**src/rtl/traffic_pkg.sv**
```systemverilog
// traffic_pkg: shared types and helpers for the traffic phase scheduler.
//   sched_state_t : scheduler FSM states
//   CNT_W         : width of one per-direction vehicle count
//   TIME_W        : width of red/green durations (seconds)
//   WDOG_W        : width of the phase watchdog counter (seconds)
//   clamp_green() : green duration for a given queue length
package traffic_pkg;

    typedef enum logic [1:0] {
        IDLE   = 2'd0,
        SELECT = 2'd1,
        ISSUE  = 2'd2,
        WAIT   = 2'd3
    } sched_state_t;

    localparam int CNT_W  = 5;
    localparam int TIME_W = 5;
    localparam int WDOG_W = 6;

    // Green = min + per-car * count, computed on 8 bits and clamped into
    // [min_green, max_green]. The lower clamp only matters if the 8-bit sum
    // wrapped, which keeps the result sane for unusual parameter mixes.
    function automatic logic [TIME_W-1:0] clamp_green(
        input logic [CNT_W-1:0] cnt,
        input int               min_green,
        input int               max_green,
        input int               sec_per_car
    );
        logic [7:0] g;
        g = 8'(min_green) + 8'(sec_per_car) * {3'b000, cnt};
        if (g < 8'(min_green)) g = 8'(min_green);
        if (g > 8'(max_green)) g = 8'(max_green);
        return g[TIME_W-1:0];
    endfunction

endpackage

```
**src/rtl/traffic_phase_scheduler_rr_dir_picker.sv**
```systemverilog
// rr_dir_picker: combinational round-robin search.
//   demand_mask : one bit per direction, set when that direction has demand
//   last_dir    : most recently served direction
//   next_dir    : first flagged direction after last_dir (wrapping)
//   found       : high when any direction is flagged; next_dir is 0 otherwise
module rr_dir_picker #(
    parameter int N_DIR = 4,
    parameter int DIR_W = $clog2(N_DIR)
) (
    input  logic [N_DIR-1:0] demand_mask,
    input  logic [DIR_W-1:0] last_dir,
    output logic [DIR_W-1:0] next_dir,
    output logic             found
);

    always_comb begin
        int         cand;
        logic [DIR_W-1:0] cand_idx;
        found    = 1'b0;
        next_dir = '0;
        cand     = 0;
        cand_idx = '0;
        // Distance 1 is checked first, so the closest flagged direction wins.
        for (int k = 1; k <= N_DIR; k++) begin
            cand = int'(last_dir) + k;
            if (cand >= N_DIR) cand = cand - N_DIR;
            cand_idx = DIR_W'(cand);
            if (!found && demand_mask[cand_idx]) begin
                found    = 1'b1;
                next_dir = cand_idx;
            end
        end
    end

endmodule

```
**src/rtl/traffic_phase_scheduler.sv**
```systemverilog
// traffic_phase_scheduler: chooses which approach the light FSM serves next
// (emergency first, then round-robin over approaches with demand, else plain
// rotation), sizes its green time from the queued vehicle count, and hands
// the phase over a valid/ready handshake. A seconds watchdog recovers from a
// light FSM that never reports completion.
//   clk, reset      : clock, asynchronous active-high reset
//   tick_sec        : one-cycle pulse per second
//   car_cnt(_valid) : packed 5-bit counts per direction, load strobe
//   emg_req/emg_dir : emergency vehicle present / its approach
//   cfg_ready       : light FSM can take a config
//   phase_done      : light FSM finished green
//   cfg_valid, dir_sel, red_time, green_time : config offer
//   busy            : phase issued or running
//   fault           : sticky, watchdog expired at least once
module traffic_phase_scheduler
    import traffic_pkg::*;
#(
    parameter int N_DIR       = 4,
    parameter int RED_TIME    = 3,
    parameter int MIN_GREEN   = 5,
    parameter int MAX_GREEN   = 20,
    parameter int SEC_PER_CAR = 2,
    parameter int TIMEOUT_S   = 63
) (
    input  logic                       clk,
    input  logic                       reset,
    input  logic                       tick_sec,
    input  logic [N_DIR*5-1:0]         car_cnt,
    input  logic                       car_cnt_valid,
    input  logic                       emg_req,
    input  logic [$clog2(N_DIR)-1:0]   emg_dir,
    input  logic                       cfg_ready,
    input  logic                       phase_done,
    output logic                       cfg_valid,
    output logic [$clog2(N_DIR)-1:0]   dir_sel,
    output logic [4:0]                 red_time,
    output logic [4:0]                 green_time,
    output logic                       busy,
    output logic                       fault
);

    localparam int DIR_W = $clog2(N_DIR);

    sched_state_t      state_q, state_d;
    logic              cfg_valid_q, cfg_valid_d;
    logic [DIR_W-1:0]  dir_sel_q, dir_sel_d;
    logic [TIME_W-1:0] red_q, red_d;
    logic [TIME_W-1:0] green_q, green_d;
    logic              busy_q, busy_d;
    logic              fault_q, fault_d;
    logic [DIR_W-1:0]  last_dir_q, last_dir_d;
    logic [WDOG_W-1:0] wdog_q, wdog_d;
    logic [CNT_W-1:0]  cnt_q [N_DIR];
    logic [CNT_W-1:0]  cnt_d [N_DIR];

    logic [CNT_W-1:0]  car_cnt_arr [N_DIR];
    logic [N_DIR-1:0]  demand_mask;
    logic [DIR_W-1:0]  rr_dir;
    logic              rr_found;
    logic [DIR_W-1:0]  rot_dir;
    logic              emg_ok;
    logic [DIR_W-1:0]  pick_dir;

    genvar gi;
    generate
        for (gi = 0; gi < N_DIR; gi++) begin : g_dir
            assign car_cnt_arr[gi] = car_cnt[5*gi +: 5];
            assign demand_mask[gi] = |cnt_q[gi];
        end
        // When N_DIR fills the index width every encoding is a real approach.
        if ((1 << DIR_W) == N_DIR) begin : g_emg_full
            assign emg_ok = 1'b1;
        end else begin : g_emg_part
            assign emg_ok = (emg_dir < DIR_W'(N_DIR));
        end
    endgenerate

    rr_dir_picker #(
        .N_DIR (N_DIR),
        .DIR_W (DIR_W)
    ) u_picker (
        .demand_mask (demand_mask),
        .last_dir    (last_dir_q),
        .next_dir    (rr_dir),
        .found       (rr_found)
    );

    assign rot_dir  = (int'(last_dir_q) == N_DIR - 1) ? '0 : last_dir_q + DIR_W'(1);
    assign pick_dir = (emg_req && emg_ok) ? emg_dir : (rr_found ? rr_dir : rot_dir);

    always_comb begin
        state_d     = state_q;
        cfg_valid_d = cfg_valid_q;
        dir_sel_d   = dir_sel_q;
        red_d       = red_q;
        green_d     = green_q;
        fault_d     = fault_q;
        last_dir_d  = last_dir_q;
        wdog_d      = wdog_q;
        cnt_d       = cnt_q;

        case (state_q)
            IDLE: state_d = SELECT;
            SELECT: begin
                dir_sel_d   = pick_dir;
                last_dir_d  = pick_dir;
                red_d       = TIME_W'(RED_TIME);
                green_d     = clamp_green(cnt_q[pick_dir], MIN_GREEN, MAX_GREEN, SEC_PER_CAR);
                cfg_valid_d = 1'b1;
                state_d     = ISSUE;
            end
            ISSUE: begin
                if (cfg_valid_q && cfg_ready) begin
                    cfg_valid_d = 1'b0;
                    wdog_d      = '0;
                    state_d     = WAIT;
                end
            end
            WAIT: begin
                // Completion takes precedence over a same-cycle tick.
                if (phase_done) begin
                    cnt_d[dir_sel_q] = '0;
                    state_d          = SELECT;
                end else if (tick_sec) begin
                    wdog_d = wdog_q + WDOG_W'(1);
                    if (wdog_q == WDOG_W'(TIMEOUT_S - 1)) begin
                        fault_d = 1'b1;
                        state_d = SELECT;
                    end
                end
            end
            default: state_d = IDLE;
        endcase

        // A fresh vision frame overrides the served-direction clear.
        if (car_cnt_valid) begin
            for (int i = 0; i < N_DIR; i++) cnt_d[i] = car_cnt_arr[i];
        end

        busy_d = (state_d == ISSUE) || (state_d == WAIT);
    end

    always_ff @(posedge clk or posedge reset) begin
        if (reset) begin
            state_q     <= IDLE;
            cfg_valid_q <= 1'b0;
            dir_sel_q   <= '0;
            red_q       <= '0;
            green_q     <= '0;
            busy_q      <= 1'b0;
            fault_q     <= 1'b0;
            last_dir_q  <= DIR_W'(N_DIR - 1);
            wdog_q      <= '0;
            for (int i = 0; i < N_DIR; i++) cnt_q[i] <= '0;
        end else begin
            state_q     <= state_d;
            cfg_valid_q <= cfg_valid_d;
            dir_sel_q   <= dir_sel_d;
            red_q       <= red_d;
            green_q     <= green_d;
            busy_q      <= busy_d;
            fault_q     <= fault_d;
            last_dir_q  <= last_dir_d;
            wdog_q      <= wdog_d;
            cnt_q       <= cnt_d;
        end
    end

    assign cfg_valid  = cfg_valid_q;
    assign dir_sel    = dir_sel_q;
    assign red_time   = red_q;
    assign green_time = green_q;
    assign busy       = busy_q;
    assign fault      = fault_q;

endmodule

```
**config.mk**
```make
export PLATFORM = sky130hd
export DESIGN_NAME = traffic_phase_scheduler
export DESIGN_NICKNAME = d
export VERILOG_FILES = /design/src/rtl/traffic_pkg.sv /design/src/rtl/traffic_phase_scheduler_rr_dir_picker.sv /design/src/rtl/traffic_phase_scheduler.sv
export SDC_FILE = /design/constraint.sdc
export NUM_CORES = 1
export LEC_CHECK = 0
export ABC_AREA = 1
export BUFFER_PORTS_ARGS = -buffer_cell sky130_fd_sc_hd__buf_2
export CAP_MARGIN = 0
export CORE_MARGIN = 8
export CORE_UTILIZATION = 49
export CTS_CLUSTER_DIAMETER = 100
export DETAILED_ROUTE_END_ITERATION = 8
export GPL_TIMING_DRIVEN = 0
export PLACE_DENSITY = 0.76
export SLEW_MARGIN = 25
export SYNTH_ARGS = -nofsm -noshare
export SYNTH_HDL_FRONTEND = slang
export SYNTH_SLANG_ARGS = --single-unit
```
**constraint.sdc**
```tcl
create_clock -name clk -period 7.25 [get_ports clk]
set_clock_uncertainty 0.2 [all_clocks]
set_input_delay 0.3625 -clock clk [delete_from_list [all_inputs] [get_ports clk]]
set_output_delay 0.3625 -clock clk [all_outputs]
set_load 0.02 [all_outputs]
```
======== After elaboration in Yosys (flattened, before gate mapping) ========
Index checks and enable logic that the tools add are counted.
cells by class
  equal/unequal tests ..................... 10
  reductions and logical operators ........ 22
  mux-type cells .......................... 45
  add/sub/neg operators ................... 11
  bitwise gates (word level) .............. 5
  magnitude comparators ................... 13
operators by type and width
  kind                                                                           number
  20-bit two-way mux                                                             3
  2-bit two-way mux                                                              15
  20-bit AND                                                                     1
  5-bit two-way mux                                                              4
  20-bit NOT                                                                     1
  5-bit OR reduction                                                             4
  6-bit two-way mux                                                              3
  3-bit >= comparator (second input constant)                                    5
  2-bit by 3-bit less-than comparator with 1-bit output (second input constant)  4
  6-bit case mux with 2 select lines                                             1
  5-bit binary-select mux with 2-bit select                                      1
  5-bit demux with 2-bit select                                                  1
  1-bit two-way mux                                                              9
  1-bit binary-select mux with 2-bit select                                      4
  2-bit equality test (second input constant)                                    4
  8-bit by 5-bit > comparator with 1-bit output (second input constant)          1
  8-bit two-way mux                                                              1
  2-bit case mux with 4 select lines                                             1
  4-bit AND reduction                                                            2
  2-bit nonzero test                                                             4
  2-bit by 1-bit subtractor with 2-bit output (second input constant)            4
  3-bit by 6-bit adder with 7-bit output (first input constant)                  1
  7-bit by 3-bit less-than comparator with 1-bit output (second input constant)  1
  7-bit two-way mux                                                              1
  18 further kinds                                                               30
storage, ports and cells
  input port bits ......................... 29
  output and inout port bits .............. 15
  bits in registers ....................... 41

======== Longest topological paths before layout ========
Gate-level depths: netlist of run 1.
  depth after elaboration ................. 27
  depth in mapped cells ................... 23

======== Modules after synthesis ========
A second synthesis of run 1 with hierarchy kept.
unflattened totals
  cells, all modules ...................... 339
  area, all modules ....................... 2497.4 µm²
by module, submodules not included
  module                   cells each  seq. area each (µm²)  times used  area an instance (µm²)
  traffic_phase_scheduler  287         1003.5                1           2225.9
  rr_dir_picker            52          0.0                   1           271.5

======== Worst setup path before layout of run 1 ========
Ideal clock, no wire load.
  path type ............................... register to register
  start ................................... register last_dir_q[1]
  end ..................................... register green_q[2], in the netlist green_time[2]
  data required time ...................... 6.933 ns
  setup slack ............................. 4.473 ns
  buffers on the path ..................... 1
  clock period less this slack ............ 2.777 ns
  arrival ................................. 2.460 ns
  stages on the path, launching flop included .. 19
  path through ............................ dfstp_2 -> ha_1 -> nand3b_1 -> nand2_1 -> nand3_1 -> nand3_1 -> nand3_4 -> nand2_4 -> buf_6 -> nand2_4 -> nand3_2 -> nand2_2 -> ha_1 -> inv_1 -> nand3_1 -> nand3_1 -> nand4_2 -> nor2_1 -> nor2_1
between the ends
  cells in the longest elaborated chain, start to end .. 27
  elaborated cells on any way between the ends .. 53
  classes of those cells .................. 10 x add/sub; 6 x order compare; 1 x eq/ne; 29 x mux; 1 x bitwise; 6 x reduce/logical
RTL lines
  what                                                                                       RTL line                                     text
  from (decl)                                                                                traffic_phase_scheduler.sv:51                logic [DIR_W-1:0] last_dir_q, last_dir_d;
  from (signal assigned)                                                                     traffic_phase_scheduler.sv:152               last_dir_q <= DIR_W'(N_DIR - 1);
  from (signal assigned)                                                                     traffic_phase_scheduler.sv:163               last_dir_q <= last_dir_d;
  2-bit by 1-bit adder with 3-bit output                                                     traffic_phase_scheduler_rr_dir_picker.sv:25  cand = int'(last_dir) + k;
  3-bit >= comparator / 2-bit by 1-bit subtractor with 2-bit output (equally long branches)  traffic_phase_scheduler_rr_dir_picker.sv:26  if (cand >= N_DIR) cand = cand - N_DIR;
  2-bit two-way mux                                                                          traffic_phase_scheduler_rr_dir_picker.sv:26
  1-bit binary-select mux with 2-bit select                                                  traffic_phase_scheduler_rr_dir_picker.sv:28  if (!found && demand_mask[cand_idx]) begin
  1-bit two-way mux (implied by the code)                                                    traffic_phase_scheduler_rr_dir_picker.sv:28
  1-bit two-way mux                                                                          traffic_phase_scheduler_rr_dir_picker.sv:28
  1-bit logical NOT                                                                          traffic_phase_scheduler_rr_dir_picker.sv:28
  1-bit logical AND                                                                          traffic_phase_scheduler_rr_dir_picker.sv:28
  (+10 left out)                                                                             n/a
  5-bit binary-select mux with 2-bit select *                                                traffic_phase_scheduler.sv:108               green_d = clamp_green(cnt_q[pick_dir], MIN_GREEN, MAX_GREEN, SEC_PER_CAR);
  5-bit two-way mux (implied by the code) * (2 in a row)                                     traffic_phase_scheduler.sv:108
  3-bit by 6-bit adder with 7-bit output *                                                   traffic_pkg.sv:30                            g = 8'(min_green) + 8'(sec_per_car) * {3'b000, cnt};
  7-bit by 3-bit less-than comparator with 1-bit output                                      traffic_pkg.sv:31                            if (g < 8'(min_green)) g = 8'(min_green);
  7-bit two-way mux *                                                                        traffic_pkg.sv:31
  8-bit two-way mux *                                                                        traffic_phase_scheduler.sv:102               case (state_q)
  8-bit by 5-bit > comparator with 1-bit output                                              traffic_pkg.sv:32                            if (g > 8'(max_green)) g = 8'(max_green);
  5-bit two-way mux *                                                                        traffic_pkg.sv:32
  to (signal assigned)                                                                       traffic_phase_scheduler.sv:160               green_q <= green_d;
  to (decl)                                                                                  traffic_phase_scheduler.sv:48                logic [TIME_W-1:0] green_q, green_d;
Mark *: on every way between the ends. The rest lies on a longest branch, timed or not. The select of a mux whose other input is x is not followed.
A chain may end at the register's enable or synchronous reset.

======== Worst setup path in the final report of run 1 ========
Same ends and word-level chain as after synthesis.

==> flow_metrics.env, run 1 <==
export IMPL_path_clk_slew_ps=80
export IMPL_final_util_pct=58.5
export IMPL_hold_viol=0
export IMPL_cts_sinks=41
export IMPL_p_leak_nw=1.49
export IMPL_max_freq_mhz=316
export IMPL_pin_count=44
export IMPL_synth_most_common_cell="nand2_1"
export IMPL_place_ws_ps=4160
export IMPL_synth_largest_area_cell="dfrtp_1"
export IMPL_p_per_area_nw_per_um2=365
export IMPL_tritoncts="built"
export IMPL_post_dp_hpwl_um=4540
export IMPL_die_area_um2=7570
export IMPL_hold_slack_ps=72.4
export IMPL_cp_start_kind="flip-flop"
export IMPL_start_util_pct=49.7
export IMPL_cp_common_cell="nand3_1"
export IMPL_die_x_um=87.0
export IMPL_area_growth_pct=17.9
export IMPL_peakVddDrop_v=0.000227
export IMPL_clock_latency_ps=290
export IMPL_ys_types=36
export IMPL_grtUsageTotal_pct=16.1
export IMPL_dpl_instance_area_um2=2790
export IMPL_post_route_cell_area_um2=2910
export IMPL_final_period_utilization_pct=43.6
export IMPL_end_kind="flip-flop"
export IMPL_path_buf_inv=2
export IMPL_tns_ps=0
export IMPL_drtIter0Drc=125
export IMPL_synth_seq_cells=41
export IMPL_synthCells=323
export IMPL_grt_max_degree=27
export IMPL_crit_fanout=10
export IMPL_slew_headroom_pct=52.6
export IMPL_place_gp_congestion=0.883
export IMPL_ctsHtreeMaxLevel=2
export IMPL_tightestPinTransition_ps=705
export IMPL_fill_cells=465
export IMPL_post_route_drc_count=0
export IMPL_ctsResizeCount=0
export IMPL_synth_fa_ha_area_share_pct=2.53
export IMPL_grt_first_pass_wirelength_um=9770
export IMPL_antenna_found_initial=0
export IMPL_fp_coreArea_um2=4980
export IMPL_root_buffer="clkbuf_8"
export IMPL_synth_xor_area_share_pct=0
export IMPL_diodes=0
export IMPL_vias=2245
export IMPL_crit_type="flip-flop to flip-flop"
export IMPL_first_pass_iters=6
export IMPL_cts_max_path_buffers=2
export IMPL_synth_area_leaders="dfrtp_1, nand2_1, nand3_1"
export IMPL_cts_buffers=5
export IMPL_placedCellCount=436
export IMPL_synth_flop_cell="dfrtp_1"
export IMPL_finalSetupViolations=0
export IMPL_synth_common_cells="nand2_1, inv_1, dfrtp_1"
export IMPL_drt_total_wl_um=5770
export IMPL_multi_input_area_um2=1200
export IMPL_synth_seq_area_share_pct=41.6
export IMPL_synthMuxAreaShare_pct=0
export IMPL_cp_cell_sequence="ha_1 -> nand3b_1 -> nand2_1 -> nand3_1 -> nand3_1 -> nand3_4 -> nand2_4 -> buf_6 -> nand2_4 -> nand3_2 -> nand2_2 -> ha_1 -> inv_1 -> nand3_1 -> nand3_1 -> nand4_2 -> nor2_1 -> nor2_1"
export IMPL_nets=408
export IMPL_synth_top_area_share_pct=39.5
export IMPL_seq_area_um2=1030
export IMPL_synth_compound_area_share_pct=11.8
export IMPL_synth_area_per_cell_um2=7.65
export IMPL_grt_ovfl_total=0
export IMPL_cp_arrival_ps=3150
export IMPL_path_delay_family="simple AND/OR/NAND/NOR gates"
export IMPL_rsz0062_at_grt="no"
export IMPL_first_global_vias=2225
export IMPL_ys_async_sr_fraction_pct=100
export IMPL_viasPerCell=5.04
export IMPL_synth_top_family_by_area="simple AND/OR/NAND/NOR gates"
export IMPL_stdcell_count=445
export IMPL_cap_viol_max_count=0
export IMPL_yosys_warnings=0
export IMPL_die_h_um=87.0
export IMPL_status="finished clean"
export IMPL_yosys_area_share_simple_pct=33.7
export IMPL_slew_violations=0
export IMPL_p_total_mw=1.06
export IMPL_synth_area_um2=2470
export IMPL_min_delay_path_class="input port to flip-flop"
export IMPL_post_drt_wl_per_cell_um=13.0
export IMPL_final_antenna_net_count=0
export IMPL_drive_gt1_share_pct=24.3
export IMPL_rows=26
export IMPL_synth_edf_count=0
export IMPL_required_ps=7240
export IMPL_fin_crit_ps=3160
export IMPL_cpMaxStageDelayCell="dfstp_2"
export IMPL_max_stage_delay_ps=580
export IMPL_io_buffers=40
export IMPL_layout_setup_ws_ps=4090
==> area by class of cell <==
type | instances | area share, %
clock inverters | 1 | 1.03
plain buffers | 9 | 2.19
inverters | 48 | 6.44
well taps | 70 | 3.01
multi-input cells | 227 | 41.2
flip-flops and latches | 41 | 35.3
repair buffers | 42 | 7.90
clock buffers | 7 | 2.96
==> state kept, by name (all words and copies together) (netlist names) <==
register and count:
state_q 2, dir_sel 2, cfg_valid 1, cnt_q 20, last_dir_q 2, wdog_q 6
red_time 1, fault 1, green_time 5, busy 1
==> path summary, 6_finish.rpt <==
check | from | to | slack [ps] | cells after the start
max | last_dir_q[1] | green_time[2] | 4090 | 18
min | car_cnt[17] | cnt_q[2] | 70 | 3
max reg2reg | last_dir_q[1] | green_time[2] | 4090 | 18
min reg2reg | fault | fault | 260 | 1
max in group asynchronous | reset | last_dir_q[0] | 5940 | 4
min in group asynchronous | reset | cnt_q[7] | 380 | 3
==> placed cells by master (no fill, tap or decap), types with 2 or more instances in the layout <==
| cell | synthesis | final |
|---|---|---|
| nand2_2 | 6 | 6 |
| o211ai_1 | 3 | 3 |
| o21ai_1 | 2 | 2 |
| buf_6 | 2 | 2 |
| clkbuf_1 | 3 | 4 |
| buf_2 | 0 | 40 |
| a21oi_1 | 5 | 5 |
| o31ai_1 | 5 | 5 |
| a31oi_1 | 2 | 2 |
| nand2_4 | 2 | 2 |
| nand2_1 | 74 | 74 |
| inv_1 | 43 | 42 |
| nor2_1 | 16 | 16 |
| dfstp_2 | 2 | 2 |
| o21ai_0 | 31 | 31 |
| nand3_1 | 36 | 36 |
| nand3_2 | 4 | 4 |
| nand4_1 | 5 | 5 |
| clkbuf_8 | 0 | 6 |
| inv_2 | 4 | 5 |
| ha_1 | 5 | 5 |
| nor3_1 | 4 | 4 |
| nor3b_1 | 2 | 2 |
| nor2_4 | 2 | 2 |
| dfrtp_1 | 39 | 39 |
| buf_4 | 4 | 4 |
| nand3b_1 | 2 | 2 |
| conb_1 | 1 | 3 |
| or2_2 | 2 | 2 |
| nor2_2 | 9 | 9 |
==> tightest hold or removal path, stage by stage <==
cell     delay, ps
buf_2           70
nand2_1         40
o21ai_0         50
==> logic make-up after synthesis <==
| kind of cell | after synthesis |
|---|---|
| simple gates | 167 |
| fa+ha+maj | 5 |
| compound gates | 52 |
| flops | 41 |
| buf+inv | 57 |
| other cells | 1 |
==> where the power goes <==
group / leakage [nW] / internal, mW / total (mW) / switching, mW
sequential: 0.495 / 0.291 / 0.336 / 0.0455
clock: 0.0585 / 0.112 / 0.190 / 0.0781
combinational: 0.937 / 0.184 / 0.537 / 0.354
==> metal layers <==
metal	GRT usage, %	routed length, um
met1	19.6	2660
met5	0	0
met4	5.63	111
met2	27.2	2650
met3	3.77	349
==> timing repair <==
item | in CTS | in global routing
setup buffers | 0 | 0
hold endpoints to repair | 15 | 0
hold buffers | 1 | 0
Note: power is estimated with default switching activity, not from simulation.
==> run 2: changes to the inputs <==
- clock period: 7.25 -> 3.02 ns (I/O delays scaled with it)
==> flow_metrics.env, run 2 (synthesis results as in run 1) <==
export IMPL_io_buffers=40
export IMPL_rsz0062_at_grt="yes"
export IMPL_internal_power_mw=1.61
export IMPL_ctsHtreeMaxLevel=2
export IMPL_crit_end="green_time[2]"
export IMPL_slew_violations=0
export IMPL_r2r_start="last_dir_q[0]"
export IMPL_path_clk_slew_ps=80
export IMPL_die_x_um=87.0
export IMPL_tightestPinTransition_ps=723
export IMPL_comb_power_share_pct=56.0
export IMPL_min_delay_path_class="input port to flip-flop"
export IMPL_post_route_drc_count=0
export IMPL_root_buffer="clkbuf_8"
export IMPL_most_common_layout_cells="nand2_1, inv_1, buf_2, dfrtp_1, o21ai_0"
export IMPL_largest_reg_flops=20
export IMPL_final_antenna_net_count=0
export IMPL_cp_common_cell="nand3_1"
export IMPL_end_kind="flip-flop"
export IMPL_fin_crit_ps=3060
export IMPL_drive_gt1_share_pct=28.1
export IMPL_grt_ovfl_total=0
export IMPL_pin_count=44
export IMPL_cts_max_path_buffers=2
export IMPL_cts_sinks=41
export IMPL_drtIter0Drc=211
export IMPL_dpl_instance_area_um2=2790
export IMPL_stdcell_count=476
export IMPL_peakVddDrop_v=0.000562
export IMPL_layout_setup_ws_ps=-37.7
export IMPL_crit_fanout=5
export IMPL_final_common_cell="nand2_1"
export IMPL_power_frac_clock_pct=15.7
export IMPL_vias=2425
export IMPL_grt_max_degree=27
export IMPL_cp_start_kind="flip-flop"
export IMPL_p_leak_nw=1.66
export IMPL_nets=439
export IMPL_placedCellCount=436
export IMPL_grt_first_pass_wirelength_um=10600
export IMPL_reg2reg_depth=18
export IMPL_violations="setup timing"
export IMPL_crit_type="flip-flop to flip-flop"
export IMPL_slew_headroom_pct=51.4
export IMPL_tritoncts="built"
export IMPL_first_pass_iters=4
export IMPL_max_stage_delay_ps=620
export IMPL_drt_total_wl_um=6700
export IMPL_path_depth=18
export IMPL_cp_arrival_ps=3040
export IMPL_met1_length_um=2900
export IMPL_reg2reg_slack_ps=-40
export IMPL_finalSetupViolations=1
export IMPL_rows=26
export IMPL_first_global_vias=2361
export IMPL_post_route_cell_area_um2=3340
export IMPL_cap_viol_max_count=0
export IMPL_area_growth_pct=35.1
export IMPL_viasPerCell=5.09
export IMPL_die_area_um2=7570
export IMPL_path_buf_inv=3
export IMPL_cp_cell_sequence="buf_8 -> nand4_1 -> nand3_1 -> nand2_2 -> nor2_4 -> nand4_1 -> nand3_4 -> buf_4 -> nand3_1 -> nand3_2 -> nand2_4 -> ha_4 -> inv_1 -> nand3_1 -> nand3_1 -> nand4_2 -> nor2_1 -> nor2_1"
export IMPL_routed_top_layer="met4"
export IMPL_p_per_area_nw_per_um2=871
export IMPL_power_share_sequential_pct=28.3
export IMPL_post_dp_hpwl_um=4540
export IMPL_fp_coreArea_um2=4980
export IMPL_status="finished with violations"
export IMPL_cpMaxStageDelayCell="dfstp_2"
export IMPL_grtUsageTotal_pct=17.6
export IMPL_path_delay_family="simple AND/OR/NAND/NOR gates"
export IMPL_antenna_found_initial=0
export IMPL_required_ps=3010
export IMPL_p_sw_mw=1.30
export IMPL_post_drt_wl_per_cell_um=14.1
export IMPL_final_period_utilization_pct=101
export IMPL_tns_ps=-37.7
export IMPL_die_h_um=87.0
export IMPL_cts_buffers=5
export IMPL_wl_met3_um=356
export IMPL_diodes=0
export IMPL_max_flop_register="cnt_q"
export IMPL_power_switching_share_pct=44.6
export IMPL_start_util_pct=49.7
export IMPL_cp_startpoint="last_dir_q[0]"
export IMPL_clock_latency_ps=290
export IMPL_wl_met2_um=3330
export IMPL_hold_viol=0
export IMPL_r2r_end="green_time[2]"
export IMPL_max_freq_mhz=327
export IMPL_place_gp_congestion=0.883
run 2: cell count changes in the layout (fill, tap and decap cells not counted), sizes merged:
cell	delta
buf	+8
dlygate4sd3	+22
clkbuf	+1
run 2: through the flow:
step           utilization, %  power, mW  hold WS (ps)  setup WS [ps]
5_1_grt                  67.1       3.13           128           -150
3_3_place_gp             55.6       2.06           160          -39.3
2_1_floorplan               -       1.79          56.5            243
6_report                 67.1       2.91          69.6          -37.7
4_1_cts                  64.5       2.69          67.9           1.25
3_5_place_dp             56.0       2.10         -51.7          -68.5
run 2: tightest hold or removal path, stage by stage:
cell and delay [ps]:
buf_2 80, inv_1 40, nand3_1 70, inv_1 60
nor2_1 80, a21oi_1 50
run 2: worst min-delay path by stage:
stage,end,from,cells past startpoint
after CTS,wdog_q[0],phase_done,6
after detailed placement,cnt_q[7],reset,2
after global routing,fault,phase_done,5
after global placement,cnt_q[3],car_cnt[18],3
after floorplan,busy,tick_sec,1
final,wdog_q[0],phase_done,6
run 2: metal layers:
metal | up-vias | track usage (%)
li1 | 1212 | -
met1 | 1130 | 21.4
met2 | 70 | 29.8
met3 | 13 | 3.87
met4 | 0 | 5.79
met5 | - | 0
run 2: layout make-up:
| class | count | area [um^2] |
|---|---|---|
| Fill cell | 395 | 1640 |
| Buffer | 9 | 71.3 |
| Clock inverter | 1 | 30.0 |
| Inverter | 48 | 188 |
| Clock buffer | 7 | 86.3 |
| Tap cell | 70 | 87.6 |
| Timing Repair Buffer | 73 | 539 |
| Sequential cell | 41 | 1030 |
| Multi-Input combinational cell | 227 | 1310 |
run 2: power by group through the flow:
stage | combinational (mW) | clock (mW) | sequential (mW)
6_report | 1.63 | 0.457 | 0.823
5_1_grt | 1.79 | 0.495 | 0.841
4_1_cts | 1.41 | 0.465 | 0.813
3_5_place_dp | 1.28 | 0 | 0.816
3_3_place_gp | 1.25 | 0 | 0.810
2_1_floorplan | 0.937 | 0 | 0.852
run 2: repair_timing:
| action | CTS | global route |
|---|---|---|
| gates cloned | 0 | 1 |
| resized for setup | 6 | 18 |
| hold buffers | 23 | 0 |
| endpoints found under the hold margin | 63 | 0 |
| pin swaps | 4 | 21 |
| buffers inserted | 5 | 3 |
| endpoints found under the setup margin | 3 | 5 |
